### src/rtl/branch_resolve_stage_if.sv
// Handshake and branch-info bundle between the ALU stage, the branch resolve stage and fetch.
interface branch_resolve_stage_if;
  logic        in_valid;
  logic        in_ready;
  logic [1:0]  br_op;
  logic        alu_zero;
  logic [31:0] br_offset;
  logic [25:0] jmp_target;
  logic [31:0] pc;
  logic [31:0] next_pc;
  logic        next_valid;
  logic        next_ready;
  logic        taken;
  logic        flush;

  // master: upstream/downstream environment; slave: the resolve stage
  modport master (
    output in_valid, br_op, alu_zero, br_offset, jmp_target, next_ready,
    input  in_ready, pc, next_pc, next_valid, taken, flush
  );

  modport slave (
    input  in_valid, br_op, alu_zero, br_offset, jmp_target, next_ready,
    output in_ready, pc, next_pc, next_valid, taken, flush
  );
endinterface

### src/rtl/branch_resolve_stage.sv
// Branch resolution stage: captures ALU zero + branch op, resolves the next PC and commits it to the PC.
// Optional macro BRANCH_STATS_EN adds saturating taken/resolved commit counters.
module branch_resolve_stage #(
  parameter logic [31:0] PC_RESET = 32'h0000_0000
) (
  input  logic                  clk,
  input  logic                  rst,
  branch_resolve_stage_if.slave bus
`ifdef BRANCH_STATS_EN
  ,
  output logic [15:0]           taken_count,
  output logic [15:0]           resolved_count
`endif
);

  localparam int unsigned XLEN = 32;
  localparam int unsigned JTW  = 26;
  localparam int unsigned CNTW = 16;

  typedef enum logic [1:0] {
    ST_IDLE   = 2'd0,
    ST_EVAL   = 2'd1,
    ST_COMMIT = 2'd2
  } state_e;

  typedef enum logic [1:0] {
    OP_SEQ = 2'b00,
    OP_BEQ = 2'b01,
    OP_BNE = 2'b10,
    OP_JMP = 2'b11
  } br_op_e;

  typedef struct packed {
    br_op_e            op;
    logic              zero;
    logic [XLEN-1:0]   offset;
    logic [JTW-1:0]    target;
  } br_req_t;

  state_e          state_q, state_d;
  br_req_t         req_q, req_d;
  logic [XLEN-1:0] pc_q, pc_d;
  logic [XLEN-1:0] next_pc_q, next_pc_d;
  logic            taken_q, taken_d;
  logic            flush_q, flush_d;
  logic            in_ready_q, in_ready_d;
  logic            next_valid_q, next_valid_d;

  logic [XLEN-1:0] pc4_c;
  logic [XLEN-1:0] br_target_c;
  logic [XLEN-1:0] jmp_pc_c;
  logic            commit_c;

  // Target arithmetic; offset shift drops the top two bits and the sum wraps at 32 bits
  assign pc4_c       = pc_q + XLEN'(4);
  assign br_target_c = pc4_c + {req_q.offset[XLEN-3:0], 2'b00};
  assign jmp_pc_c    = {pc4_c[XLEN-1:XLEN-4], req_q.target, 2'b00};
  assign commit_c    = (state_q == ST_COMMIT) && bus.next_ready;

  always_ff @(posedge clk or posedge rst) begin
    if (rst) begin
      state_q      <= ST_IDLE;
      req_q        <= '0;
      pc_q         <= PC_RESET;
      next_pc_q    <= '0;
      taken_q      <= 1'b0;
      flush_q      <= 1'b0;
      in_ready_q   <= 1'b1;
      next_valid_q <= 1'b0;
    end else begin
      state_q      <= state_d;
      req_q        <= req_d;
      pc_q         <= pc_d;
      next_pc_q    <= next_pc_d;
      taken_q      <= taken_d;
      flush_q      <= flush_d;
      in_ready_q   <= in_ready_d;
      next_valid_q <= next_valid_d;
    end
  end

  always_comb begin
    state_d   = state_q;
    req_d     = req_q;
    pc_d      = pc_q;
    next_pc_d = next_pc_q;
    taken_d   = taken_q;
    flush_d   = 1'b0;

    unique case (state_q)
      ST_IDLE: begin
        if (bus.in_valid) begin
          req_d.op     = br_op_e'(bus.br_op);
          req_d.zero   = bus.alu_zero;
          req_d.offset = bus.br_offset;
          req_d.target = bus.jmp_target;
          state_d      = ST_EVAL;
        end
      end
      ST_EVAL: begin
        unique case (req_q.op)
          OP_SEQ: begin
            next_pc_d = pc4_c;
            taken_d   = 1'b0;
          end
          OP_BEQ: begin
            taken_d   = req_q.zero;
            next_pc_d = req_q.zero ? br_target_c : pc4_c;
          end
          OP_BNE: begin
            taken_d   = !req_q.zero;
            next_pc_d = req_q.zero ? pc4_c : br_target_c;
          end
          OP_JMP: begin
            taken_d   = 1'b1;
            next_pc_d = jmp_pc_c;
          end
          default: begin
            next_pc_d = pc4_c;
            taken_d   = 1'b0;
          end
        endcase
        state_d = ST_COMMIT;
      end
      ST_COMMIT: begin
        if (bus.next_ready) begin
          pc_d    = next_pc_q;
          flush_d = taken_q;
          state_d = ST_IDLE;
        end
      end
      default: state_d = ST_IDLE;
    endcase

    // Handshake outputs registered from the upcoming state
    in_ready_d   = (state_d == ST_IDLE);
    next_valid_d = (state_d == ST_COMMIT);
  end

  assign bus.in_ready   = in_ready_q;
  assign bus.pc         = pc_q;
  assign bus.next_pc    = next_pc_q;
  assign bus.next_valid = next_valid_q;
  assign bus.taken      = taken_q;
  assign bus.flush      = flush_q;

`ifdef BRANCH_STATS_EN
  logic [CNTW-1:0] taken_cnt_q, taken_cnt_d;
  logic [CNTW-1:0] res_cnt_q, res_cnt_d;

  // Saturating commit counters
  always_comb begin
    taken_cnt_d = taken_cnt_q;
    res_cnt_d   = res_cnt_q;
    if (commit_c) begin
      if (res_cnt_q != {CNTW{1'b1}}) res_cnt_d = res_cnt_q + CNTW'(1);
      if (taken_q && (taken_cnt_q != {CNTW{1'b1}})) taken_cnt_d = taken_cnt_q + CNTW'(1);
    end
  end

  always_ff @(posedge clk or posedge rst) begin
    if (rst) begin
      taken_cnt_q <= '0;
      res_cnt_q   <= '0;
    end else begin
      taken_cnt_q <= taken_cnt_d;
      res_cnt_q   <= res_cnt_d;
    end
  end

  assign taken_count    = taken_cnt_q;
  assign resolved_count = res_cnt_q;
`else
  logic unused_commit_c;
  assign unused_commit_c = commit_c;
`endif

endmodule

### src/flat_wrapper.sv
// flat-port wrapper written by rule: the top's interface ports become plain ports
module branch_resolve_stage_flat 
#(
  parameter logic [31:0] PC_RESET = 32'h0000_0000
)
  (clk, rst, bus_in_valid, bus_br_op, bus_alu_zero, bus_br_offset, bus_jmp_target, bus_next_ready, bus_in_ready, bus_pc, bus_next_pc, bus_next_valid, bus_taken, bus_flush);
  branch_resolve_stage_if bus_i ();
  input  logic clk;
  input  logic rst;
  input wire logic [$bits(bus_i.in_valid)-1:0] bus_in_valid;
  input wire logic [$bits(bus_i.br_op)-1:0] bus_br_op;
  input wire logic [$bits(bus_i.alu_zero)-1:0] bus_alu_zero;
  input wire logic [$bits(bus_i.br_offset)-1:0] bus_br_offset;
  input wire logic [$bits(bus_i.jmp_target)-1:0] bus_jmp_target;
  input wire logic [$bits(bus_i.next_ready)-1:0] bus_next_ready;
  output wire logic [$bits(bus_i.in_ready)-1:0] bus_in_ready;
  output wire logic [$bits(bus_i.pc)-1:0] bus_pc;
  output wire logic [$bits(bus_i.next_pc)-1:0] bus_next_pc;
  output wire logic [$bits(bus_i.next_valid)-1:0] bus_next_valid;
  output wire logic [$bits(bus_i.taken)-1:0] bus_taken;
  output wire logic [$bits(bus_i.flush)-1:0] bus_flush;
  assign bus_i.in_valid = bus_in_valid;
  assign bus_i.br_op = bus_br_op;
  assign bus_i.alu_zero = bus_alu_zero;
  assign bus_i.br_offset = bus_br_offset;
  assign bus_i.jmp_target = bus_jmp_target;
  assign bus_i.next_ready = bus_next_ready;
  assign bus_in_ready = bus_i.in_ready;
  assign bus_pc = bus_i.pc;
  assign bus_next_pc = bus_i.next_pc;
  assign bus_next_valid = bus_i.next_valid;
  assign bus_taken = bus_i.taken;
  assign bus_flush = bus_i.flush;
  branch_resolve_stage #(.PC_RESET(PC_RESET)) u_core (.clk(clk), .rst(rst), .bus(bus_i));
endmodule
### config.mk
export PLATFORM = sky130hd
export DESIGN_NAME = branch_resolve_stage_flat
export DESIGN_NICKNAME = d
export VERILOG_FILES = /design/src/rtl/branch_resolve_stage_if.sv /design/src/rtl/branch_resolve_stage.sv /design/src/flat_wrapper.sv
export SDC_FILE = /design/constraint.sdc
export NUM_CORES = 1
export LEC_CHECK = 0
export CORE_MARGIN = 2
export CORE_UTILIZATION = 35
export CTS_CLUSTER_DIAMETER = 80
export CTS_CLUSTER_SIZE = 16
export DETAILED_ROUTE_END_ITERATION = 6
export SETUP_SLACK_MARGIN = 0.4
export SYNTH_ARGS = -nofsm -noshare
export SYNTH_HDL_FRONTEND = slang
export SYNTH_SLANG_ARGS = --single-unit
### constraint.sdc
create_clock -name clk -period 4.7 [get_ports clk]
set_input_delay 0.705 -clock clk [delete_from_list [all_inputs] [get_ports clk]]
set_output_delay 0.705 -clock clk [all_outputs]
set_load 0.01 [all_outputs]
### After elaboration in Yosys (flattened, before gate mapping)

Index checks and enable logic that the tools add are counted.
W data, S select, Z words.

* memory bits (read-only): 0
* RAM bits: 0
* bits in latches: 0
* word-level logic and storage cells: 34
* memories: 0
* flip-flop bits (word level): 129
* input port bits: 65

* magnitude comparators: 0
* add/sub/neg operators: 2
* shift operators: 0
* equal/unequal tests: 6
* muxes and demuxes: 9
* reduce and logical (&&, ||, !) cells: 6
* bitwise gates (word level): 0
* multiply operators: 0
* div/mod/pow operators: 0

Operators by type and width (number)
* $pmux W32 S4: 1
* $mux W32: 2
* $add A32 B3 Y32 const B: 1
* $add A32 B32 Y32: 1
* $eq A2 B2 Y1 const B: 4
* $logic_not A2 Y1: 3
* $pmux W2 S3: 1
* $eq A2 B1 Y1 const B: 2
* $mux W2: 2
* $pmux W1 S4: 1
* $reduce_and A2 Y1: 2
* $mux W1: 2
* $logic_not A1 Y1: 1

### Longest topological paths before layout

Gate-level depths: netlist of the first run.

* depth after elaboration: 4
* mapped depth: 16
* depth with buffers taken out: 16

### Worst setup path after synthesis of the first run

Ideal clock, no wire load.

* kind: reg-to-reg
* start point: reg u_core.pc_q[13], in the netlist u_core.bus.pc[13]
* end point: reg u_core.next_pc_q[31], in the netlist u_core.bus.next_pc[31]
* cell stages (with the launch flop): 17
* path slack: 1.086 ns
* setup time: 0.130 ns
* path buffers: 0
* arrival time: 3.484 ns
* required time: 4.570 ns
* cell sequence: dfrtp_1 > nand3_1 > or3_1 > or3_1 > inv_1 > nand3_1 > xnor2_1 > ha_1 > and4_1 > and3_1 > a2111oi_2 > nand3_1 > a41oi_2 > xnor2_1 > nand2_1 > xnor2_1 > o21ai_1

* longest elaborated chain between the ends: 4

RTL lines
* start: declaration: RTL line branch_resolve_stage.sv:42 `logic [XLEN-1:0] pc_q, pc_d;`
* start signal: assignment: RTL line branch_resolve_stage.sv:73 `pc_q <= pc_d;`
* $add A32 B3 Y32 *: RTL line branch_resolve_stage.sv:55 `assign pc4_c = pc_q + XLEN'(4);`
* $add A32 B32 Y32: RTL line branch_resolve_stage.sv:56 `assign br_target_c = pc4_c + {req_q.offset[XLEN-3:0], 2'b00};`
* $mux W32 (on tied branches): RTL line branch_resolve_stage.sv:112, branch_resolve_stage.sv:108
* $pmux W32 S4 *: RTL line branch_resolve_stage.sv:101 `unique case (req_q.op)`
* end signal: assignment: RTL line branch_resolve_stage.sv:74 `next_pc_q <= next_pc_d;`
* end: declaration: RTL line branch_resolve_stage.sv:43 `logic [XLEN-1:0] next_pc_q, next_pc_d;`

Mark *: on every way between the ends. The rest lies on a longest branch, timed or not.
A chain may end at the register's enable or synchronous reset.

### Worst setup path in the final report of the first run

* start point: reg u_core.pc_q[4], in the netlist u_core.bus.pc[4]
* end point: reg u_core.next_pc_q[31], in the netlist u_core.bus.next_pc[31]

The elaborated chain is that of the path after synthesis.

==> impl_metrics.py, run 1 <==
metrics = {
    "synthesis": {
        "synth_edf_count": 0,
        "ys.flop_type": "dfrtp_1",
        "async_flop_share_pct": 100.0,
        "ys_seq_area_share_pct": 44.44,
        "synth.area.top_cells": "dfrtp_1 44%, mux2_2 14%, ha_1 6.2%",
        "syn_inst": 658,
        "synth_area_per_cell_um2": 11.04,
        "yosys-top-cells-count": "128 x dfrtp_1, 90 x mux2_2, 53 x nand2_1",
        "synth_cell_types": 69,
        "ys_seq_elements": 129,
        "syn-num-nets": 760,
        "syn-cell-area_um2": 7267,
        "yosysMostFrequentCell": "dfrtp_1",
        "yosysTopAreaCellShare_pct": 44.08,
        "yosysWarnings": 0,
        "synth_area_leader_cell": "dfrtp_1",
    },
    "timing": {
        "fin_tns_setup_ps": 0,
        "finalMaxSlewViolations": 0,
        "worstMarginPinSlew_ps": 990.7,
        "slew_headroom_pct": 33.76,
        "max_freq_mhz": 252.1,
        "rsz0062_at_grt": "no",
        "hold_violations": 0,
        "period_needed_ps": 3967,
        "skew_ps": 11.95,
        "finalSetupViolations": 0,
        "period_share_pct": 84.41,
    },
    "drt": {
        "vias": 5580,
        "first_iter_violations": 407,
        "antenna_left": 0,
        "wire_per_inst_um": 17.74,
        "avgViaCountPerCell": 5.220,
        "first_pass_iters": 5,
        "drc": 0,
        "wirelength_um": 18960,
    },
    "power_and_ir_drop": {
        "swShare_pct": 41.14,
        "ir_drop_v": 0.0003402,
        "power_frac_comb_pct": 56.0,
        "p_leak_nw": 3.933,
        "internal_power_mw": 4.545,
        "power_density_nw_per_um2": 819.8,
        "pwr-share-clk_pct": 15.8,
        "power_switching_mw": 3.177,
        "power_frac_seq_pct": 28.2,
        "total_power_mw": 7.722,
    },
    "min_path": {
        "hp-class": "flip-flop to flip-flop",
    },
    "die": {
        "io_pins": 133,
        "num_rows": 52,
        "fp.dieH_um": 148.1,
        "die_w_um": 148.1,
        "start_util_pct": 35.80,
        "dieArea_um2": 21930,
        "coreArea_um2": 20300,
    },
    "status": {
        "status": "finished clean",
    },
    "clocking": {
        "clock_sinks": 129,
        "htree_levels": 4,
        "cts.reportedPaths.clkPinSlew_ps": 60,
        "clk-insertion-delay-late_ps": 430,
        "cts_root_buffer": "clkbuf_16",
        "cts_tree": "yes",
        "cts_max_path_buffers": 2,
        "cts_buffers": 17,
        "cts_hold_buf": 0,
    },
    "placement": {
        "dp_hpwl_um": 13680,
        "place_area_um2": 8861,
        "gp_congestion": 0.8768,
        "port_buffers": 130,
    },
    "run": {
        "max-cap-violations": 0,
    },
    "finish": {
        "synthToLayoutAreaGrowth_pct": 29.61,
        "drive_gt1_share_pct": 19.52,
        "final_area_um2": 9419,
        "n_antenna_cell": 0,
        "utilization_pct": 46.40,
        "n_fill_cell": 1901,
        "final_nets": 890,
    },
    "critical_path": {
        "critPathLaunchType": "flip-flop",
        "arrival_ps": 4230,
        "crit_fanout": 7,
        "path_class": "flip-flop to flip-flop",
        "required_ps": 4970,
        "worstSetupEndpointType": "flip-flop",
    },
    "global_route": {
        "grt_antenna_before_repair": 0,
        "track_usage_pct": 17.98,
        "grt_start_max_net_pins": 75,
        "grt_pass1_vias": 5690,
        "grt_overflow": 0,
        "grt_pass1_wl_um": 30760,
    },
}
## per-layer routing
metal	global-route usage, %	up-vias	wire length (µm)
met5	0	-	0
met4	5.810	0	148
met3	4.233	8	918
met2	29.12	139	9096
met1	23.87	2746	8797
li1	-	2687	-
## worst paths after layout
kind                                        from                endpoint  slack (ps)  depth (start not counted)
setup reg to reg                u_core.bus.pc[4]  u_core.bus.next_pc[31]         730                         16
hold reg to reg            u_core.bus.next_pc[3]   u_core.bus.next_pc[3]         500                          1
max in group asynchronous                    rst        u_core.req_q[30]        3050                          3
hold / removal             u_core.bus.next_pc[3]   u_core.bus.next_pc[3]         500                          1
min in group asynchronous                    rst       u_core.bus.pc[18]         850                          2
setup / recovery                u_core.bus.pc[4]  u_core.bus.next_pc[31]         730                         16
## power by group through the flow
| stage | Sequential, mW | Clock [mW] | Combinational [mW] |
|---|---|---|---|
| floorplan | 2.10 | 0 | 3.03 |
| global placement | 2.19 | 0 | 4.29 |
| detailed placement | 2.19 | 0 | 4.32 |
| CTS | 2.18 | 1.26 | 4.35 |
| global route | 2.26 | 1.31 | 4.80 |
| finish | 2.17 | 1.22 | 4.32 |
## cells by family (layout without fill, tap and decap cells)
| family | Yosys count | after routing | share of synthesized area [%] |
|---|---|---|---|
| AO/OA/AOI/OAI | 153 | 153 | 15.32 |
| XOR/XNOR | 52 | 52 | 6.267 |
| adder cells (fa/ha/maj) | 37 | 37 | 6.474 |
| buffers and inverters | 39 | 180 | 2.514 |
| flip-flops | 129 | 129 | 44.44 |
| multiplexers | 93 | 93 | 14.36 |
| AND/OR/NAND/NOR | 155 | 155 | 10.62 |
## final cells by class
class	instances	area, µm²	area share (%)
Inverter	10	40.04	0.4251
Clock inverter	6	57.56	0.6111
Clock buffer	24	481.7	5.114
Sequential cell	129	3231	34.30
Timing Repair Buffer	140	1389	14.74
Multi-Input combinational cell	490	3882	41.22
Tap cell	270	337.8	3.587
## cells in the final DEF (no fill, tap or decap), drive strengths merged, types with 3 or more instances in the layout
| master | Yosys | routed |
|---|---|---|
| and2 | 3 | 3 |
| ha | 36 | 36 |
| mux2 | 90 | 90 |
| inv | 10 | 10 |
| nand2b | 3 | 3 |
| and3 | 8 | 8 |
| nor2b | 4 | 4 |
| clkdlybuf4s50 | 0 | 130 |
| xor2 | 13 | 13 |
| nand3 | 17 | 17 |
| and4 | 7 | 7 |
| a222oi | 7 | 7 |
| nand2 | 53 | 53 |
| a211oi | 3 | 3 |
| o21a | 4 | 4 |
| a41oi | 4 | 4 |
| nor3 | 7 | 7 |
| a21oi | 32 | 32 |
| dfrtp | 128 | 128 |
| a22oi | 4 | 4 |
| o31ai | 3 | 3 |
| o21ai | 36 | 36 |
| a21o | 17 | 17 |
| nor2 | 37 | 37 |
| nand4 | 7 | 7 |
| o22ai | 3 | 3 |
| or3 | 3 | 3 |
| a31oi | 5 | 5 |
| a211o | 3 | 3 |
| clkinv | 0 | 4 |
| xnor2 | 39 | 39 |
| mux2i | 3 | 3 |
| a221oi | 14 | 14 |
| clkbuf | 25 | 24 |
| o21bai | 3 | 3 |
| buf | 3 | 10 |
## state kept, by name, indices dropped and copies added (netlist names)
signal / cells
u_core.bus.next_pc: 32
u_core.jmp_pc_c: 26
u_core.bus.in_ready: 1
u_core.bus.next_valid: 1
u_core.bus.flush: 1
u_core.bus.taken: 1
u_core.req_q: 33
u_core.state_q: 2
u_core.bus.pc: 32
## worst max-delay path, stage by stage, from the launching register on
cell and delay, ps:
dfrtp_1 450, and4_1 330, and3_1 250, nand4_2 220
nor2_4 190, nand4_1 130, xnor2_1 270, ha_1 340
and4_1 250, and3_1 200, a2111oi_2 380, nand3_2 160
a41oi_2 200, xnor2_1 140, nand2_1 80, xnor2_1 160
o21ai_1 70
## per-stage QoR
stage               cells  hold slack [ps]  setup WS (ps)
finish               1069            500.9          732.7
CTS                  1068            511.0          535.5
global placement     1038            493.8          619.9
detailed placement   1038            498.3          571.2
floorplan             658            479.6          555.7
global route         1069            533.1          415.5
## repair_timing
| item | CTS | global route |
|---|---|---|
| endpoints found under the setup margin | 0 | 1 |
| setup buffers | 0 | 1 |
| gates resized for setup | 0 | 3 |
Power figures use the tool's default switching activity.
==> run 2, diff against run 1 <==
Clock period 4.7 ns to 3.86 ns, I/O delays scaled along.
==> run 2 against run 1 <==
Final area grew 6.7%. Clock-buffer cell count grew 3. Register-to-register slack got worse by 380 ps. Final cell count rose by 4.4%.
==> impl_metrics.py, run 2 (synthesized netlist as in run 1, its figures left out) <==
metrics = {
    "power_and_ir_drop": {
        "internal_power_mw": 5.980,
        "p_leak_nw": 4.212,
        "swShare_pct": 40.97,
        "power_frac_comb_pct": 58.9,
        "power_switching_mw": 4.150,
        "power_frac_seq_pct": 25.9,
        "ir_drop_v": 0.0004251,
        "power_density_nw_per_um2": 1008,
        "pwr-share-clk_pct": 15.2,
    },
    "timing": {
        "max_freq_mhz": 285.0,
        "finalMaxSlewViolations": 0,
        "finalSetupViolations": 0,
        "rsz0062_at_grt": "yes",
        "skew_ps": 12.26,
        "slew_headroom_pct": 21.07,
        "hold_ws_ps": 516.9,
        "period_share_pct": 90.89,
        "period_needed_ps": 3509,
        "hold_violations": 0,
        "worstMarginPinSlew_ps": 1184,
        "fin_tns_setup_ps": 0,
    },
    "die": {
        "dieArea_um2": 21930,
        "coreArea_um2": 20300,
        "io_pins": 133,
        "num_rows": 52,
        "fp.dieH_um": 148.1,
        "start_util_pct": 35.80,
        "die_w_um": 148.1,
    },
    "critical_path": {
        "worst_path_largest_cell_delay_ps": 420,
        "crit_chain": "nand3_2 -> or3_4 -> buf_4 -> nor2_4 -> buf_4 -> nand2_2 -> xnor2_2 -> ha_1 -> and4_4 -> and3_4 -> a2111oi_4 -> nand3_2 -> buf_6 -> buf_6 -> a41oi_2 -> xor2_1 -> o21ai_1",
        "rr_startpoint": "u_core.bus.pc[15]",
        "crit_path_top_delay_cell": "or3_4",
        "critPathLaunchType": "flip-flop",
        "arrival_ps": 3810,
        "r2r_slack_ps": 350,
        "path_class": "flip-flop to flip-flop",
        "cp_num_cells": 17,
        "required_ps": 4160,
        "crit_buf_inv": 4,
        "critical-path-top-delay-family": "simple AND/OR/NAND/NOR gates",
        "reg2regPathDepth": 17,
        "r2r-end": "u_core.bus.next_pc[29]",
        "critical_path.startpoint": "u_core.bus.pc[15]",
        "critPathCapture": "u_core.bus.next_pc[29]",
        "crit_fanout": 3,
        "worstSetupEndpointType": "flip-flop",
    },
    "clocking": {
        "cts_root_buffer": "clkbuf_16",
        "clk-insertion-delay-late_ps": 420,
        "cts_max_path_buffers": 2,
        "clock_sinks": 129,
        "cts_buffers": 17,
        "cts.reportedPaths.clkPinSlew_ps": 60,
        "htree_levels": 4,
        "cts_tree": "yes",
        "cts_hold_buf": 0,
    },
    "run": {
        "max-cap-violations": 0,
    },
    "drt": {
        "antenna_left": 0,
        "avgViaCountPerCell": 5.139,
        "drc": 0,
        "wire_per_inst_um": 17.47,
        "first_pass_iters": 6,
        "first_iter_violations": 345,
        "wirelength_um": 19490,
        "vias": 5735,
    },
    "global_route": {
        "track_usage_pct": 18.56,
        "grt_overflow": 0,
        "grt_start_max_net_pins": 130,
        "grt_antenna_before_repair": 0,
        "grt_pass1_wl_um": 31980,
        "grt_pass1_vias": 5955,
    },
    "finish": {
        "final_nets": 935,
        "largest_reg_flops": 33,
        "n_fill_cell": 1925,
        "final_common_cell": "clkdlybuf4s50_1",
        "layout_common_cells": "130 x clkdlybuf4s50_1, 122 x dfrtp_1, 90 x mux2_2",
        "largest_register": "u_core.req_q",
        "drive_gt1_share_pct": 28.61,
        "synthToLayoutAreaGrowth_pct": 38.27,
        "n_antenna_cell": 0,
    },
    "min_path": {
        "hp-class": "flip-flop to flip-flop",
    },
    "placement": {
        "dp_hpwl_um": 13770,
        "port_buffers": 130,
        "gp_congestion": 0.8366,
    },
    "status": {
        "status": "finished clean",
    },
}
==> run 2: changes by cell type in the layout (fill, tap and decap cells not counted), sizes merged <==
cell      before  now
inv           10    9
buf           10   55
clkinvlp       1    3
clkinv         4    2
clkbuf        24   27
==> run 2: how the worst min path moves through the flow <==
stage                          startpoint               endpoint  slack [ps]  cells after the start
floorplan             u_core.jmp_pc_c[12]    u_core.jmp_pc_c[12]         480                      1
global placement      u_core.jmp_pc_c[25]    u_core.jmp_pc_c[25]         490                      1
detailed placement  u_core.bus.next_pc[3]  u_core.bus.next_pc[3]         500                      1
CTS                    u_core.jmp_pc_c[3]     u_core.jmp_pc_c[3]         520                      1
global route           u_core.jmp_pc_c[3]     u_core.jmp_pc_c[3]         530                      1
finish                   u_core.req_q[54]       u_core.req_q[54]         520                      1
==> run 2: area by class of cell <==
cell class	count	area, µm²	share of cell area (%)
Multi-Input combinational cell	490	4138	41.18
Sequential cell	129	3237	32.21
Timing Repair Buffer	185	1734	17.26
Clock buffer	27	503.0	5.006
Tap cell	270	337.8	3.362
Clock inverter	5	55.05	0.5479
Inverter	10	43.79	0.4358
==> run 2: timing repair <==
| item | CTS | global route |
|---|---|---|
| gates resized for setup | 22 | 31 |
| pin swaps | 16 | 27 |
| setup endpoints to repair | 11 | 14 |
| setup buffers | 6 | 12 |
==> run 2: stage by stage <==
stage,instances,setup WS [ps],utilization (%),total power [mW],cell area (µm²)
global placement,1066,147.4,44.82,8.144,9099
detailed placement,1066,115.7,44.82,8.178,9099
finish,1116,351.5,49.50,10.13,10050
floorplan,658,401.2,-,6.262,7297
CTS,1104,275.1,48.40,9.948,9824
global route,1116,134.7,49.50,10.93,10050
==> run 2: worst reg2reg max path, stage by stage (launching register included) <==
cell and delay (ps):
dfrtp_1 380, nand3_2 100, or3_4 420, buf_4 150
nor2_4 100, buf_4 130, nand2_2 60, xnor2_2 180
ha_1 330, and4_4 210, and3_4 180, a2111oi_4 320
nand3_2 170, buf_6 160, buf_6 100, a41oi_2 140
xor2_1 180, o21ai_1 70
==> run 2: metal layers <==
layer,track usage [%],wire length [µm]
met5,0,0
met4,5.238,165
met3,3.804,750
met2,30.09,9357
met1,25.31,9218
==> run 2: power groups by stage <==
| stage | combinational (mW) | sequential [mW] | clock, mW |
|---|---|---|---|
| finish | 5.96 | 2.63 | 1.54 |
| global route | 6.56 | 2.74 | 1.63 |
| CTS | 5.75 | 2.62 | 1.58 |
| detailed placement | 5.56 | 2.62 | 0 |
| global placement | 5.53 | 2.62 | 0 |
| floorplan | 3.70 | 2.57 | 0 |
==> RTL edit, RTL diff (flow settings as in run 1) <==
Re-encode `state_e` (3 states) as one-hot, 3 bits wide.
--- a/src/rtl/branch_resolve_stage.sv
+++ b/src/rtl/branch_resolve_stage.sv
@@ -19,6 +19,6 @@
 
-  typedef enum logic [1:0] {
-    ST_IDLE   = 2'd0,
-    ST_EVAL   = 2'd1,
-    ST_COMMIT = 2'd2
+  typedef enum logic [2:0] {
+    ST_IDLE   = 3'b001,
+    ST_EVAL   = 3'b010,
+    ST_COMMIT = 3'b100
   } state_e;
Behaviour: same outputs for any inputs over 4 cycles, from zero or initial values and one cycle with rst high; so few cycles prove little.
==> RTL edit against run 1 <==
Core utilization fell by 0.090 points; clock power rose by 16%; design area rose by 2.4%; area after synthesis rose by 1.3%; sequential cell count rose by 1; cell count rose by 5.2%; power fell by 10%; first-iteration DRC count fell by 5.2%; setup slack improved by 0.0094 ns; critical path type unchanged; routed wire length rose by 3.5%.
==> RTL edit: results (changes against run 1) <==
[status]
status=completed

[synth]
synth-seq-area-share_pct=44.2  ; -0.20 points
synthArstFlopShare_pct=100  ; unchanged
synthTopCellsByArea=dfrtp_1 44%, mux2_2 14%, ha_1 6.1%, xnor2_1 3.2%, nand2_1 3.2%
ys_top_cells_by_count=128 x dfrtp_1, 89 x mux2_2, 62 x nand2_1
ys_warn_count=0  ; unchanged
synth_fp_nets=814  ; +7.1%
ys_types=56  ; -19%

[cells_and_area]
nFillCells=1993  ; +4.8%
regMostFlops=u_core.req_q
nets=939  ; +5.5%
largest_register_ffs=33  ; unchanged
antenna_cells=0  ; unchanged
layout-drive-gt1-share_pct=17.6  ; -1.9 points

[critical_path]
critPathSlowestCell=nor2_1
max_stage_delay_ns=0.54  ; +0.09 ns
worst-path-max-fanout=7  ; unchanged
worstPathArrival_ns=4.28  ; +0.05 ns

[clock_tree]
clk_path_buf_depth=2  ; unchanged
post_cts_buffers=0  ; unchanged
clkTransAtPathRegs_ns=0.06  ; about the same
cts_max_level=4  ; unchanged
tritoncts.num_buffers=17  ; unchanged

[timing]
maxSlewHeadroom_pct=34.4  ; +0.62 points
finClkSkew_ns=0.00868  ; -0.00328 ns

[place]
place.gp.congestion=0.820  ; -6.5%
dp_hpwl_um=14100  ; +3.4%

[global_routing]
grt_max_degree=68  ; -9.3%
grt_pass1_vias=5910  ; +3.9%
track_usage_pct=18.3  ; +0.31 points
grt_antenna_before_repair=0  ; unchanged
grt_pass1_wl_um=31700  ; +3.0%

[detailed_routing]
routed_wl_um=19600  ; +3.5%
drt-pass1-iter-count=5  ; unchanged
drt_iter0_drc=386  ; -5.2%
via_count=5975  ; +7.1%

[worst_hold_path]
hp-class=reg2reg

[power]
leakagePower_nw=4.08  ; +3.6%
ir_drop_uv=291  ; -15%

[RTL edit: per-stage QoR]
step           power, mW  std cells  area (um2)  setup slack (ns)
2_1_floorplan       4.30        712        7360             0.529
3_3_place_gp        5.47       1093        9000             0.756
3_5_place_dp        5.50       1093        9000             0.672
4_1_cts             6.98       1125        9630             0.653
5_1_grt             7.46       1125        9640             0.333
6_report            6.94       1125        9640             0.742
[RTL edit: final timing paths]
path / startpoint / endpoint / slack [ns] / depth (start not counted)
max in group asynchronous: rst / u_core.bus.in_ready$_DFF_PP1_ / 3.05 / 3
min in group asynchronous: rst / u_core.jmp_pc_c[11]$_DFFE_PP0P_ / 0.78 / 2
worst max register to register: u_core.bus.pc[8]$_DFFE_PP0P_ / u_core.bus.next_pc[31]$_DFFE_PP0P_ / 0.74 / 15
worst min-delay path: u_core.jmp_pc_c[5]$_DFFE_PP0P_ / u_core.jmp_pc_c[5]$_DFFE_PP0P_ / 0.50 / 1
worst max-delay path: u_core.bus.pc[8]$_DFFE_PP0P_ / u_core.bus.next_pc[31]$_DFFE_PP0P_ / 0.74 / 15
worst min register to register: u_core.jmp_pc_c[5]$_DFFE_PP0P_ / u_core.jmp_pc_c[5]$_DFFE_PP0P_ / 0.50 / 1
[RTL edit: cell families (layout without fill, tap and decap cells)]
logic type	after synthesis	count (layout)	share of synthesized area, %
buf+inv	44	182	2.24
compound gates	165	165	14.3
xor+xnor	47	47	5.59
flops	130	130	44.2
simple gates	197	197	13.2
fa+ha+maj	37	37	6.39
mux	92	92	14.0
[RTL edit: final cells by class]
type                            instances  share of cell area [%]
Timing Repair Buffer                  138                    14.2
Inverter                               12                   0.493
Clock inverter                         13                    1.89
Tap cell                              275                    3.57
Multi-Input combinational cell        538                    41.3
Sequential cell                       130                    33.8
Clock buffer                           19                    4.70
[RTL edit: layer usage]
layer / vias up / wire, um / GRT usage (%) / part of all wire [%]
met5: - / 0 / 0 / 0
met1: 2902 / 9140 / 24.7 / 47
met2: 167 / 9230 / 29.5 / 47
li1: 2883 / - / - / -
met4: 0 / 245 / 4.95 / 1.2
met3: 23 / 1020 / 4.28 / 5.2
[RTL edit: what timing repair did]
action / 4_1_cts / 5_1_grt
endpoints found under the setup margin: 0 / 5
hold buffers: 0 / 0
resized for setup: 0 / 3
[RTL edit: where the power goes]
part	total, mW	internal (mW)	switching (mW)	leakage [nW]
Combinational	3.37	1.64	1.73	2.15
Sequential	2.15	1.62	0.531	1.62
Clock	1.42	0.915	0.505	0.313
Total	6.94	4.18	2.76	4.08
